<file path="src/rtl/alu_mc_pkg.sv">
// alu_mc shared opcodes, FSM encodings and widths.
// Divider build switch: ALU_MC_DIV_EN.
package alu_mc_pkg;

  localparam int OP_W = 5;

  localparam logic [OP_W-1:0] ALU_ADD   = 5'd0;
  localparam logic [OP_W-1:0] ALU_SUB   = 5'd1;
  localparam logic [OP_W-1:0] ALU_AND   = 5'd2;
  localparam logic [OP_W-1:0] ALU_OR    = 5'd3;
  localparam logic [OP_W-1:0] ALU_XOR   = 5'd4;
  localparam logic [OP_W-1:0] ALU_SLT   = 5'd5;
  localparam logic [OP_W-1:0] ALU_SLTU  = 5'd6;
  localparam logic [OP_W-1:0] ALU_SGE   = 5'd7;
  localparam logic [OP_W-1:0] ALU_SGEU  = 5'd8;
  localparam logic [OP_W-1:0] ALU_SNE   = 5'd9;
  localparam logic [OP_W-1:0] ALU_MUL   = 5'd10;
  localparam logic [OP_W-1:0] ALU_MULH  = 5'd11;
  localparam logic [OP_W-1:0] ALU_MULHU = 5'd12;
  localparam logic [OP_W-1:0] ALU_DIV   = 5'd13;
  localparam logic [OP_W-1:0] ALU_DIVU  = 5'd14;
  localparam logic [OP_W-1:0] ALU_REM   = 5'd15;
  localparam logic [OP_W-1:0] ALU_REMU  = 5'd16;

  localparam logic [1:0] ST_IDLE = 2'd0;
  localparam logic [1:0] ST_CALC = 2'd1;
  localparam logic [1:0] ST_DONE = 2'd2;

endpackage

</file>
<file path="src/rtl/alu_mc_mdu_iter.sv">
// Iterative shift-add multiplier / restoring divider with sign fix-up.
// Divider datapath present only with ALU_MC_DIV_EN.
module mdu_iter
  import alu_mc_pkg::*;
#(
  parameter int DATA_W       = 32,
  parameter int BITS_PER_CYC = 1
) (
  input  logic              clk,
  input  logic              rst_n,
  input  logic              flush,
  input  logic              start,
  input  logic              is_div,
  input  logic              sgn,
  input  logic              sel_hi,
  input  logic [DATA_W-1:0] a,
  input  logic [DATA_W-1:0] b,
  output logic              last,
  output logic [DATA_W-1:0] res
);

  localparam int N  = DATA_W / BITS_PER_CYC;
  localparam int CW = $clog2(N);
  localparam int W2 = 2 * DATA_W;

  logic [CW-1:0]     cnt_q, cnt_d;
  logic              run_q, run_d;
  logic              div_q, div_d;
  logic              hi_q, hi_d;
  logic              neg_q, neg_d;
  logic [W2-1:0]     acc_q, acc_d;
  logic [W2-1:0]     mcand_q, mcand_d;
  logic [DATA_W-1:0] mplier_q, mplier_d;

  logic              a_neg, b_neg;
  logic [DATA_W-1:0] mag_a, mag_b;
  logic [W2-1:0]     st_acc, st_mcand;
  logic [DATA_W-1:0] st_mplier;
  logic [W2-1:0]     prod;
  logic [DATA_W-1:0] mul_res, div_res;

  assign a_neg = sgn & a[DATA_W-1];
  assign b_neg = sgn & b[DATA_W-1];
  assign mag_a = a_neg ? (~a + 1'b1) : a;
  assign mag_b = b_neg ? (~b + 1'b1) : b;
  assign last  = run_q & (cnt_q == CW'(N - 1));

`ifdef ALU_MC_DIV_EN
  logic              rneg_q, rneg_d;
  logic [DATA_W-1:0] r;
  logic [DATA_W-1:0] qq;
  logic [DATA_W:0]   rw;
  logic [DATA_W:0]   dvs;
`endif

  always_comb begin
    st_acc    = acc_q;
    st_mcand  = mcand_q << BITS_PER_CYC;
    st_mplier = mplier_q >> BITS_PER_CYC;
    for (int k = 0; k < BITS_PER_CYC; k++) begin
      if (mplier_q[k]) st_acc = st_acc + (mcand_q << k);
    end
`ifdef ALU_MC_DIV_EN
    r   = acc_q[DATA_W-1:0];
    qq  = mplier_q;
    rw  = '0;
    dvs = {1'b0, mcand_q[DATA_W-1:0]};
    // dividend bits shift out of the quotient register's top
    for (int k = 0; k < BITS_PER_CYC; k++) begin
      rw = {r, qq[DATA_W-1]};
      qq = {qq[DATA_W-2:0], 1'b0};
      if (rw >= dvs) begin
        rw    = rw - dvs;
        qq[0] = 1'b1;
      end
      r = rw[DATA_W-1:0];
    end
    if (div_q) begin
      st_acc    = {{DATA_W{1'b0}}, r};
      st_mcand  = mcand_q;
      st_mplier = qq;
    end
`endif
  end

  always_comb begin
    cnt_d    = cnt_q;
    run_d    = run_q;
    div_d    = div_q;
    hi_d     = hi_q;
    neg_d    = neg_q;
    acc_d    = acc_q;
    mcand_d  = mcand_q;
    mplier_d = mplier_q;
`ifdef ALU_MC_DIV_EN
    rneg_d   = rneg_q;
`endif
    if (start) begin
      run_d = 1'b1;
      cnt_d = '0;
      div_d = is_div;
      hi_d  = sel_hi;
      neg_d = a_neg ^ b_neg;
      acc_d = '0;
`ifdef ALU_MC_DIV_EN
      rneg_d = a_neg;
`endif
      if (is_div) begin
        mcand_d  = {{DATA_W{1'b0}}, mag_b};
        mplier_d = mag_a;
      end else begin
        mcand_d  = {{DATA_W{1'b0}}, mag_a};
        mplier_d = mag_b;
      end
    end else if (run_q) begin
      if (flush || last) run_d = 1'b0;
      cnt_d    = cnt_q + CW'(1);
      acc_d    = st_acc;
      mcand_d  = st_mcand;
      mplier_d = st_mplier;
    end
  end

  always_comb begin
    prod    = neg_q ? (~st_acc + 1'b1) : st_acc;
    mul_res = hi_q ? prod[W2-1:DATA_W] : prod[DATA_W-1:0];
`ifdef ALU_MC_DIV_EN
    if (hi_q)
      div_res = rneg_q ? (~st_acc[DATA_W-1:0] + 1'b1) : st_acc[DATA_W-1:0];
    else
      div_res = neg_q ? (~st_mplier + 1'b1) : st_mplier;
`else
    div_res = '0;
`endif
    res = div_q ? div_res : mul_res;
  end

  always_ff @(posedge clk or negedge rst_n) begin
    if (!rst_n) begin
      cnt_q    <= '0;
      run_q    <= 1'b0;
      div_q    <= 1'b0;
      hi_q     <= 1'b0;
      neg_q    <= 1'b0;
      acc_q    <= '0;
      mcand_q  <= '0;
      mplier_q <= '0;
    end else begin
      cnt_q    <= cnt_d;
      run_q    <= run_d;
      div_q    <= div_d;
      hi_q     <= hi_d;
      neg_q    <= neg_d;
      acc_q    <= acc_d;
      mcand_q  <= mcand_d;
      mplier_q <= mplier_d;
    end
  end

`ifdef ALU_MC_DIV_EN
  always_ff @(posedge clk or negedge rst_n) begin
    if (!rst_n) rneg_q <= 1'b0;
    else        rneg_q <= rneg_d;
  end
`endif

endmodule

</file>
<file path="src/rtl/alu_mc.sv">
// Multi-cycle handshaked execute ALU: FSM, handshakes, single-cycle ops.
// ALU_MC_DIV_EN enables the iterative DIV/DIVU/REM/REMU path.
module alu_mc
  import alu_mc_pkg::*;
#(
  parameter int DATA_W       = 32,
  parameter int BITS_PER_CYC = 1,
  parameter int ALU_OP_W     = OP_W
) (
  input  logic                clk,
  input  logic                rst_n,
  input  logic                flush,
  input  logic                in_valid,
  output logic                in_ready,
  input  logic [ALU_OP_W-1:0] op,
  input  logic [DATA_W-1:0]   opp_a,
  input  logic [DATA_W-1:0]   opp_b,
  output logic                out_valid,
  input  logic                out_ready,
  output logic [DATA_W-1:0]   eval,
  output logic                zero,
  output logic                busy
);

  logic [1:0]        state_q, state_d;
  logic [DATA_W-1:0] eval_q, eval_d;
  logic              zero_q, zero_d;

  logic [OP_W-1:0]   opc;
  logic              accept;
  logic              is_mul, is_div, is_rem, is_sgn;
  logic              iter, start;
  logic [DATA_W-1:0] sc_res, early_res, acc_res;
  logic              early;
  logic              slt, sltu;
  logic              mdu_last;
  logic [DATA_W-1:0] mdu_res;

  assign opc    = OP_W'(op);
  assign is_mul = (opc == ALU_MUL) | (opc == ALU_MULH) |
                  (opc == ALU_MULHU);
  assign is_div = (opc == ALU_DIV) | (opc == ALU_DIVU) |
                  (opc == ALU_REM) | (opc == ALU_REMU);
  assign is_rem = (opc == ALU_REM) | (opc == ALU_REMU);
  assign is_sgn = (opc == ALU_MUL) | (opc == ALU_MULH) |
                  (opc == ALU_DIV) | (opc == ALU_REM);

  assign in_ready  = (state_q == ST_IDLE) |
                     ((state_q == ST_DONE) & out_ready);
  assign accept    = in_valid & in_ready & ~flush;
  assign out_valid = (state_q == ST_DONE);
  assign busy      = (state_q == ST_CALC);
  assign eval      = eval_q;
  assign zero      = zero_q;

  assign slt  = $signed(opp_a) < $signed(opp_b);
  assign sltu = opp_a < opp_b;

  always_comb begin
    sc_res = '0;
    unique case (1'b1)
      (opc == ALU_ADD):  sc_res = opp_a + opp_b;
      (opc == ALU_SUB):  sc_res = opp_a - opp_b;
      (opc == ALU_AND):  sc_res = opp_a & opp_b;
      (opc == ALU_OR):   sc_res = opp_a | opp_b;
      (opc == ALU_XOR):  sc_res = opp_a ^ opp_b;
      (opc == ALU_SLT):  sc_res = {{(DATA_W-1){1'b0}}, slt};
      (opc == ALU_SLTU): sc_res = {{(DATA_W-1){1'b0}}, sltu};
      (opc == ALU_SGE):  sc_res = {{(DATA_W-1){1'b0}}, ~slt};
      (opc == ALU_SGEU): sc_res = {{(DATA_W-1){1'b0}}, ~sltu};
      (opc == ALU_SNE):  sc_res = {{(DATA_W-1){1'b0}}, opp_a != opp_b};
      default:           sc_res = '0;
    endcase
  end

`ifdef ALU_MC_DIV_EN
  logic div_zero, div_ovf;
  assign div_zero = (opp_b == '0);
  // most-negative / -1 overflows the quotient; resolve without iterating
  assign div_ovf  = is_sgn & (opp_a == {1'b1, {(DATA_W-1){1'b0}}}) &
                    (opp_b == '1);
  assign early    = is_div & (div_zero | div_ovf);
  always_comb begin
    if (div_zero) early_res = is_rem ? opp_a : '1;
    else          early_res = is_rem ? '0 : opp_a;
  end
  assign iter = is_mul | (is_div & ~early);
`else
  assign early     = 1'b0;
  assign early_res = '0;
  assign iter      = is_mul;
`endif

  assign acc_res = early ? early_res : sc_res;

  always_comb begin
    state_d = state_q;
    eval_d  = eval_q;
    zero_d  = zero_q;
    start   = 1'b0;
    if (flush) begin
      state_d = ST_IDLE;
    end else if (accept) begin
      if (iter) begin
        state_d = ST_CALC;
        start   = 1'b1;
      end else begin
        state_d = ST_DONE;
        eval_d  = acc_res;
        zero_d  = (acc_res == '0);
      end
    end else if ((state_q == ST_CALC) && mdu_last) begin
      state_d = ST_DONE;
      eval_d  = mdu_res;
      zero_d  = (mdu_res == '0);
    end else if ((state_q == ST_DONE) && out_ready) begin
      state_d = ST_IDLE;
    end
  end

  always_ff @(posedge clk or negedge rst_n) begin
    if (!rst_n) begin
      state_q <= ST_IDLE;
      eval_q  <= '0;
      zero_q  <= 1'b1;
    end else begin
      state_q <= state_d;
      eval_q  <= eval_d;
      zero_q  <= zero_d;
    end
  end

  mdu_iter #(
    .DATA_W       (DATA_W),
    .BITS_PER_CYC (BITS_PER_CYC)
  ) u_mdu (
    .clk    (clk),
    .rst_n  (rst_n),
    .flush  (flush),
    .start  (start),
    .is_div (is_div),
    .sgn    (is_sgn),
    .sel_hi (is_rem | (opc == ALU_MULH) | (opc == ALU_MULHU)),
    .a      (opp_a),
    .b      (opp_b),
    .last   (mdu_last),
    .res    (mdu_res)
  );

endmodule
</file>
<file path="config.mk">
export PLATFORM = sky130hd
export DESIGN_NAME = alu_mc
export DESIGN_NICKNAME = d
export VERILOG_FILES = /design/src/rtl/alu_mc_pkg.sv /design/src/rtl/alu_mc_mdu_iter.sv /design/src/rtl/alu_mc.sv
export SDC_FILE = /design/constraint.sdc
export NUM_CORES = 1
export LEC_CHECK = 0
export ABC_AREA = 1
export CAP_MARGIN = 0
export CELL_PAD_IN_SITES_DETAIL_PLACEMENT = 1
export CELL_PAD_IN_SITES_GLOBAL_PLACEMENT = 1
export CORE_MARGIN = 4
export CORE_UTILIZATION = 47
export CTS_CLUSTER_DIAMETER = 30
export CTS_CLUSTER_SIZE = 30
export DETAILED_ROUTE_END_ITERATION = 12
export PLACE_DENSITY_LB_ADDON = 0.1
export SLEW_MARGIN = 20
export SYNTH_ARGS = -nofsm -noshare
export SYNTH_HDL_FRONTEND = slang
export SYNTH_HIERARCHICAL = 1
export SYNTH_SLANG_ARGS = --single-unit
</file>
<file path="constraint.sdc">
create_clock -name clk -period 5.2 [get_ports clk]
set_input_delay 1.3 -clock clk [delete_from_list [all_inputs] [get_ports clk]]
set_output_delay 1.3 -clock clk [all_outputs]
set_load 0.005 [all_outputs]
</file>
==> flow_summary.ini, run 1 <==
[drt]
drt-pass1-iter-count = 6
drt_drc_violations_left = 0
highest_layer = met5
wirelength_mm = 142
drt.antenna.violating_nets = 0
dr.first_iter.drc_count = 3428
wl_met1_mm = 51.2
total_length_of_routed_met2_wires_mm = 64.4
met3_wirelength_mm = 11.8
route.detailed.wl_per_inst_um = 25.4
vias_per_cell = 6.14
routed-via-count = 34425

[floorplan]
io-pin-count = 110
die_area_mm2 = 0.0599
fp-row-count = 86
die_w_um = 245
core_region_area_mm2 = 0.0553
floorplan.initialDensity_pct = 47.7
die_h_um = 245

[logic_synthesis]
synthDominantCellAreaShare_pct = 21.1
yosysSeqAreaShare_pct = 19.4
cell_type_with_the_largest_total_area_after_synthesis = sky130_fd_sc_hd__nand2_1
syn_area_per_cell_um2 = 5.63
dominantRegCellSynth = sky130_fd_sc_hd__dfrtp_1
yosys.cell_types.count = 59
synth.cell_area_mm2 = 0.0264
synth_async_sr_flop_share_pct = 100
yosysWarningCount = 6
synthTopCellsByArea = sky130_fd_sc_hd__nand2_1 21%, sky130_fd_sc_hd__dfrtp_1 19%, sky130_fd_sc_hd__inv_1 11%
post_synthesis_net_count = 4926
syn-instance-count = 4682
ys_ff_latch = 204
synth_edf_count = 0

[sta]
slew_violations = 0
setup_slack_ns = 0.123
report.final.setup_viol = 0
skew_ns = 0.0318
fin_crit_ns = 5.08
final.setup.tns_ns = 0
max_slew_margin_pct = 31.1
fin_crit_sh_pct = 97.6
timing.fmax_ghz = 0.197
hold_viol = 0
worst_slew_pin_slew_ns = 1.02

[cells_and_area]
layout.filler_cells = 7989
fin_nets = 5047
share_of_layout_cells_above_drive_strength_1_pct = 7.27
flow.area_growth_from_synthesis_pct = 17.0
multi_input_comb_area_mm2 = 0.0177
sequential_cell_area_mm2 = 0.00511
layout_commonest_cell = sky130_fd_sc_hd__nand2_1
commonest_cells_after_routing_fill_and_taps_aside = 1482 x sky130_fd_sc_hd__nand2_1, 764 x sky130_fd_sc_hd__inv_1, 454 x sky130_fd_sc_hd__nor2_1
final_cell_count_no_fill = 5605
insertedDiodeCount = 0
layout.core_utilization_pct = 55.7

[grt]
number_of_antenna_violations_at_the_first_check_in_global_routing = 3
overflow = 0
grt.total_usage_pct = 46.0
via_count_of_the_first_global_routing_pass = 35616
grt_first_pass_wirelength_mm = 212
largest_net_degree_at_the_start_of_global_routing = 94

[placed_design]
port-buffer-count = 109
place.detailed.instances = 5482
globalplace.congestion = 1.07
dp_worst_setup_slack_ns = -0.0404
dpl.hpwl_mm = 107

[clock_tree]
cts-buffers-inserted = 67
worstSkewPairLatency_ns = 0.62
tritoncts_clock_tree = yes
setup_buffers_after_cts = 0
htreeDepth = 3
clk_pin_slew_worst_paths_ns = 0.05
max-clock-path-buffers = 3
cts-root-buf = sky130_fd_sc_hd__clkbuf_16
number_of_clock_sinks = 204

[worst_setup_path]
worstPathRequired_ns = 5.74
slowest_delay_ns = 0.55
timing_worst_setup_path_type = register to register
cp_data_arrival_time_ns = 5.62
critical_path.slowest_cell = sky130_fd_sc_hd__ha_1
critPathMaxFanout = 5
worst_setup_path_end_kind = register
worst_setup_path_start_kind = register
cp_cell_sequence = ha_1, nand2_2, nor2_2, inv_1, nor2_2, and2_1, nand2_1, nand2_1, nand2_1, nand2_1, nand2_1, nand2_2, nand2_1, nor2_2, nand4_1, o21ai_0, o21ai_0, a21oi_1, nor2_1, nor4_1, nand4_1, nor2_1, a21oi_1, a21oi_1
cp_common_cell = sky130_fd_sc_hd__nand2_1

[power_and_ir_drop]
ir_worst_vdd_v = 0.000351
leakagePower_nw = 16.4
power.density_cell_area_mw_per_mm2 = 614

[run_status]
run_status = completed

[job]
timing.max_cap.violations = 0

[hold_path]
hold_class = register to register
-- what timing repair did --
item,CTS,global route
hold buffers,0,0
endpoints found under the setup margin,0,1
resized for setup,0,9
-- worst paths after layout --
path / start / endpoint / slack, ns / cells past startpoint
worst max-delay path: u_mdu/mcand_q[19] / zero / 0.12 / 24
worst min-delay path: eval[18] / eval[18] / 0.49 / 2
worst max register to register: u_mdu/mcand_q[19] / zero / 0.12 / 24
worst min register to register: eval[18] / eval[18] / 0.49 / 2
max in group asynchronous: rst_n / u_mdu/mcand_q[31] / 3.32 / 2
min in group asynchronous: rst_n / u_mdu/cnt_q[1] / 0.73 / 1
-- routing by layer --
metal | track usage, % | vias up
li1 | - | 15198
met1 | 51.2 | 16463
met2 | 76.7 | 2029
met3 | 8.80 | 731
met4 | 37.4 | 4
met5 | 0 | -
-- logic make-up (layout without fill, tap and decap cells) --
group	count (synthesis)	count (layout)	synth area share, %
compound gates	689	689	14.6
xor+xnor	62	62	2.06
fa+ha+maj	170	170	8.15
buf+inv	940	1115	13.8
flops	204	204	19.4
simple gates	2617	2617	42.0
-- critical path, delay by kind of cell, from the launching register on --
family / cells / cell delay [ns]
AOI/OAI and AO/OA: 5 / 1.01
adders and majority gates: 1 / 0.55
buffers and inverters: 1 / 0.08
DFF: 1 / 0.50
and+or+nand+nor: 17 / 2.87
-- flip-flops by register name (all words and copies together), names as in the netlist --
signal and count:
u_mdu/div_q 1, zero 1, u_mdu/mplier_q 32, state_q 2
u_mdu/neg_q 1, u_mdu/acc_q 64, u_mdu/cnt_q 5, u_mdu/hi_q 1
u_mdu/mcand_q 64, eval 32, u_mdu/run_q 1
-- power breakdown --
part / total (mW) / internal [mW] / switching, mW
sequential: 3.10 / 2.25 / 0.851
combinational: 11.6 / 3.27 / 8.33
clock: 4.21 / 2.84 / 1.37
-- stage by stage --
stage / total power, mW / cell area (um2) / hold slack (ns)
after floorplan: 9.79 / 26400 / 0.448
after global placement: 13.3 / 28500 / 0.462
after detailed placement: 13.7 / 28500 / 0.481
after CTS: 18.4 / 30800 / 0.495
after global routing: 19.9 / 30800 / 0.528
final: 18.9 / 30800 / 0.486
-- area by class of cell --
class	count	area share, %
clock buffers	90	6.20
flip-flops and latches	204	16.6
inverters	793	9.66
well taps	748	3.04
repair buffers	199	5.87
clock inverters	33	1.32
multi-input cells	3538	57.3
-- cells in the mapped netlist, drive strengths merged (4+ instances only) --
master  count
nand3     442
nor2      495
nor3       49
buf        68
a31oi       8
nor3b       4
nand3b      8
inv       789
o211ai     15
o21bai     18
dfrtp     203
o22ai      89
a22oi      22
nor4       19
clkinv      4
nand2    1522
clkbuf     79
o21a        5
ha        167
o31ai       8
a21oi     253
a221oi      5
o221ai      5
xnor2      23
xor2       39
nand4      68
o21ai     249
Note: power is estimated with default switching activity, not from simulation.
==> run 2: changes to the inputs <==
--- a/config.mk
+++ b/config.mk
@@ -9,6 +9,7 @@
 export CAP_MARGIN = 0
 export CELL_PAD_IN_SITES_DETAIL_PLACEMENT = 1
 export CELL_PAD_IN_SITES_GLOBAL_PLACEMENT = 1
+export CORE_ASPECT_RATIO = 1.75
 export CORE_MARGIN = 4
 export CORE_UTILIZATION = 47
 export CTS_CLUSTER_DIAMETER = 30
==> flow_summary.ini, run 2 <==
[logic_synthesis]
ys_ff_latch = 204
synth.cell_area_mm2 = 0.0264
cell_type_with_the_largest_total_area_after_synthesis = sky130_fd_sc_hd__nand2_1
syn_area_per_cell_um2 = 5.63
post_synthesis_net_count = 4926
synthDominantCellAreaShare_pct = 21.1
yosysSeqAreaShare_pct = 19.4
yosysWarningCount = 6
synthTopCellsByArea = sky130_fd_sc_hd__nand2_1 21%, sky130_fd_sc_hd__dfrtp_1 19%, sky130_fd_sc_hd__inv_1 11%
synthMostInstantiatedCell = sky130_fd_sc_hd__nand2_1
synth_async_sr_flop_share_pct = 100
synth.top_cells.by_count = 1484 x sky130_fd_sc_hd__nand2_1, 765 x sky130_fd_sc_hd__inv_1, 460 x sky130_fd_sc_hd__nor2_1
synth_edf_count = 0
yosys.cell_types.count = 59
syn-instance-count = 4682
dominantRegCellSynth = sky130_fd_sc_hd__dfrtp_1

[placed_design]
dp_worst_setup_slack_ns = -0.115
dpl.hpwl_mm = 129
placed_area_mm2 = 0.0291
globalplace.congestion = 1.18
port-buffer-count = 109

[grt]
grt_first_pass_wirelength_mm = 321
largest_net_degree_at_the_start_of_global_routing = 89
via_count_of_the_first_global_routing_pass = 45195
overflow = 351
grt.total_usage_pct = 69.0

[clock_tree]
cts-root-buf = sky130_fd_sc_hd__clkbuf_16
number_of_clock_sinks = 204
cts-buffers-inserted = 46
max-clock-path-buffers = 3
htreeDepth = 2
hold_buffers = 0
cts_resizes = 0
setup_buffers_after_cts = 0

[floorplan]
fp-row-count = 114
die_h_um = 321
die_w_um = 187
io-pin-count = 110
floorplan.initialDensity_pct = 47.6

[run_status]
tool_error = [ERROR GRT-0116] Global routing finished with congestion. Check the congestion regions in the DRC Viewer.
run_status = did not finish
failing_step = global routing (5_1_grt)
==> run 2: cell counts after synthesis <==
No cell type changed its count.
==> run 2: logic make-up after synthesis <==
kind of cell | synth area share [%]
and+or+nand+nor | 42.0
buffers and inverters | 13.8
AOI/OAI and AO/OA | 14.6
DFF | 19.4
adders and majority gates | 8.15
xor gates and xnor gates | 2.06
==> run 2: layer usage <==
metal	overflow	track usage, %
met4	119	79.4
met2	223	93.9
met1	2	62.9
met5	0	14.0
met3	7	46.0
==> run 2: per-stage QoR <==
stage | instances | utilization [%]
after CTS | 5607 | 55.5
after detailed placement | 5522 | 52.7
after global placement | 5522 | 52.7
after floorplan | 4682 | -
==> run 3: changes to the inputs <==
--- a/config.mk
+++ b/config.mk
@@ -7,15 +7,10 @@
 export LEC_CHECK = 0
 export ABC_AREA = 1
 export CAP_MARGIN = 0
-export CELL_PAD_IN_SITES_DETAIL_PLACEMENT = 1
-export CELL_PAD_IN_SITES_GLOBAL_PLACEMENT = 1
-export CORE_ASPECT_RATIO = 1.75
 export CORE_MARGIN = 4
-export CORE_UTILIZATION = 47
-export CTS_CLUSTER_DIAMETER = 30
-export CTS_CLUSTER_SIZE = 30
+export CORE_UTILIZATION = 40
 export DETAILED_ROUTE_END_ITERATION = 12
-export PLACE_DENSITY_LB_ADDON = 0.1
+export PLACE_DENSITY_LB_ADDON = 0.15
 export SLEW_MARGIN = 20
 export SYNTH_ARGS = -nofsm -noshare
 export SYNTH_HDL_FRONTEND = slang
==> flow_summary.ini, run 3 (same netlist as run 1, synthesis figures left out) <==
[worst_setup_path]
cp_data_arrival_time_ns = 5.18
worst_setup_path_end_kind = register
critPathMaxFanout = 5
worstPathRequired_ns = 5.73
setup.reg_to_reg.worst_slack_ns = 0.55
rr_worst_depth = 26
r2r_start = u_mdu/mcand_q[23]
regToRegEndpoint = zero
crit_path_start = u_mdu/mcand_q[23]
timing_worst_setup_path_type = register to register
worstSetupEndpoint = zero
worst_setup_path_start_kind = register

[sta]
setup_repair_after_global_routing_missed_its_margin = no
slew_violations = 0
max_slew_margin_pct = 42.1
hold_viol = 0
report.final.setup_viol = 0
fin_crit_sh_pct = 89.4
final.setup.tns_ns = 0
skew_ns = 0.0563
timing.fmax_ghz = 0.215
worst_slew_pin_slew_ns = 0.868
fin_crit_ns = 4.65

[power_and_ir_drop]
leakagePower_nw = 15.9
netSwitchingPower_mw = 9.05
power.combinational.fraction_pct = 67.4
power.density_cell_area_mw_per_mm2 = 532
proportion_of_power_drawn_by_the_clock_network_pct = 13.4
design_power_total_mw = 15.9
power.internal_mw = 6.82
ir_worst_vdd_v = 0.000339
power_frac_seq_pct = 19.2
netSwitchingFraction_pct = 57.1

[clock_tree]
cts_resizes = 0
number_of_clock_sinks = 204
hold_buffers = 0
clk_pin_slew_worst_paths_ns = 0.07
max-clock-path-buffers = 3
tritoncts_clock_tree = yes
setup_buffers_after_cts = 0
cts-root-buf = sky130_fd_sc_hd__clkbuf_16
worstSkewPairLatency_ns = 0.60
htreeDepth = 1
cts-buffers-inserted = 28

[grt]
number_of_antenna_violations_at_the_first_check_in_global_routing = 3
via_count_of_the_first_global_routing_pass = 28888
grt_first_pass_wirelength_mm = 180
overflow = 0
grt.total_usage_pct = 33.7
largest_net_degree_at_the_start_of_global_routing = 95

[floorplan]
fp-row-count = 93
die_h_um = 265
core_region_area_mm2 = 0.0648
die_area_mm2 = 0.0701
die_w_um = 265
floorplan.initialDensity_pct = 40.7
io-pin-count = 110

[drt]
drt_drc_violations_left = 0
drt.antenna.violating_nets = 0
routed-via-count = 30773
route.detailed.wl_per_inst_um = 21.8
wirelength_mm = 123
drt-pass1-iter-count = 6
vias_per_cell = 5.43
dr.first_iter.drc_count = 2583

[job]
timing.max_cap.violations = 0

[placed_design]
globalplace.congestion = 1.03
port-buffer-count = 109
dpl.hpwl_mm = 102

[run_status]
run_status = completed

[cells_and_area]
top_regs = u_mdu/acc_q: 64 flops, u_mdu/mcand_q: 64 flops
layout_commonest_cell = sky130_fd_sc_hd__nand2_1
share_of_layout_cells_above_drive_strength_1_pct = 6.22
commonest_cells_after_routing_fill_and_taps_aside = 1483 x sky130_fd_sc_hd__nand2_1, 764 x sky130_fd_sc_hd__inv_1, 458 x sky130_fd_sc_hd__nor2_1
flow.area_growth_from_synthesis_pct = 13.1
fin_nets = 5031
layout.filler_cells = 7236

[hold_path]
hold_class = register to register
## run 3: worst max-delay path, stage by stage (launching register included)
cell and delay, ns:
sky130_fd_sc_hd__dfrtp_1 0.50, sky130_fd_sc_hd__ha_1 0.43, sky130_fd_sc_hd__nand2_1 0.16, sky130_fd_sc_hd__inv_1 0.05, sky130_fd_sc_hd__nand2_1 0.06, sky130_fd_sc_hd__nand2_1 0.09, sky130_fd_sc_hd__a21oi_1 0.32, sky130_fd_sc_hd__nand3_1 0.31
sky130_fd_sc_hd__nand2_1 0.13, sky130_fd_sc_hd__nand3_1 0.07, sky130_fd_sc_hd__nand2_1 0.28, sky130_fd_sc_hd__nand2_1 0.14, sky130_fd_sc_hd__nor2_1 0.19, sky130_fd_sc_hd__nand2_1 0.12, sky130_fd_sc_hd__nor2_4 0.17, sky130_fd_sc_hd__nand2_2 0.10
sky130_fd_sc_hd__nor2_1 0.21, sky130_fd_sc_hd__nand2_1 0.10, sky130_fd_sc_hd__nand3_1 0.07, sky130_fd_sc_hd__nand2_1 0.06, sky130_fd_sc_hd__nor2_1 0.20, sky130_fd_sc_hd__nor2_1 0.11, sky130_fd_sc_hd__nor4_1 0.28, sky130_fd_sc_hd__nand4_1 0.11
sky130_fd_sc_hd__nor2_1 0.11, sky130_fd_sc_hd__a21oi_1 0.08, sky130_fd_sc_hd__a21oi_1 0.17
## run 3: power by group through the flow
stage / clock network [mW] / registers (mW) / logic, mW
final: 2.13 / 3.04 / 10.7
after global routing: 2.23 / 3.08 / 11.8
after CTS: 2.17 / 2.99 / 10.5
after detailed placement: 0 / 3.00 / 10.5
after global placement: 0 / 3.01 / 10.5
after floorplan: 0 / 2.60 / 7.19
## run 3: final cells by class
class | instances | area (um2) | share of cell area (%)
clock buffer | 40 | 837 | 2.81
timing repair buffer | 222 | 2010 | 6.73
multi-input combinational | 3538 | 17600 | 59.2
sequential | 204 | 5110 | 17.1
clock inverter | 10 | 160 | 0.537
tap | 855 | 1070 | 3.59
inverter | 793 | 2980 | 9.99
antenna | 1 | 2.50 | 0.00839
## run 3: worst min-delay path by stage
stage | startpoint | cells past startpoint | slack [ns] | endpoint
final | u_mdu/cnt_q[4] | 2 | 0.49 | u_mdu/cnt_q[4]
after global routing | u_mdu/cnt_q[4] | 2 | 0.51 | u_mdu/cnt_q[4]
after CTS | u_mdu/cnt_q[4] | 2 | 0.49 | u_mdu/cnt_q[4]
after detailed placement | u_mdu/cnt_q[4] | 2 | 0.47 | u_mdu/cnt_q[4]
after global placement | u_mdu/cnt_q[4] | 2 | 0.47 | u_mdu/cnt_q[4]
after floorplan | u_mdu/cnt_q[4] | 2 | 0.45 | u_mdu/cnt_q[4]
## run 3: metrics by stage
step / hold slack [ns] / instances / setup slack [ns] / util (%) / cell area (um2)
after floorplan: 0.448 / 4682 / 1.64 / - / 26400
after global placement: 0.467 / 5612 / 0.0760 / 44.5 / 28800
after detailed placement: 0.470 / 5612 / 0.0924 / 44.5 / 28800
after CTS: 0.485 / 5662 / 0.619 / 46.0 / 29800
after global routing: 0.508 / 5662 / 0.168 / 46.0 / 29800
final: 0.486 / 5663 / 0.550 / 46.0 / 29800
## run 3: routing by layer
metal	vias up	part of all wire, %	track usage (%)
met5	-	0.022	0
met4	4	7.7	21.1
met3	309	6.1	3.75
met2	1173	46	56.2
met1	14128	40	41.6
li1	15159	-	-
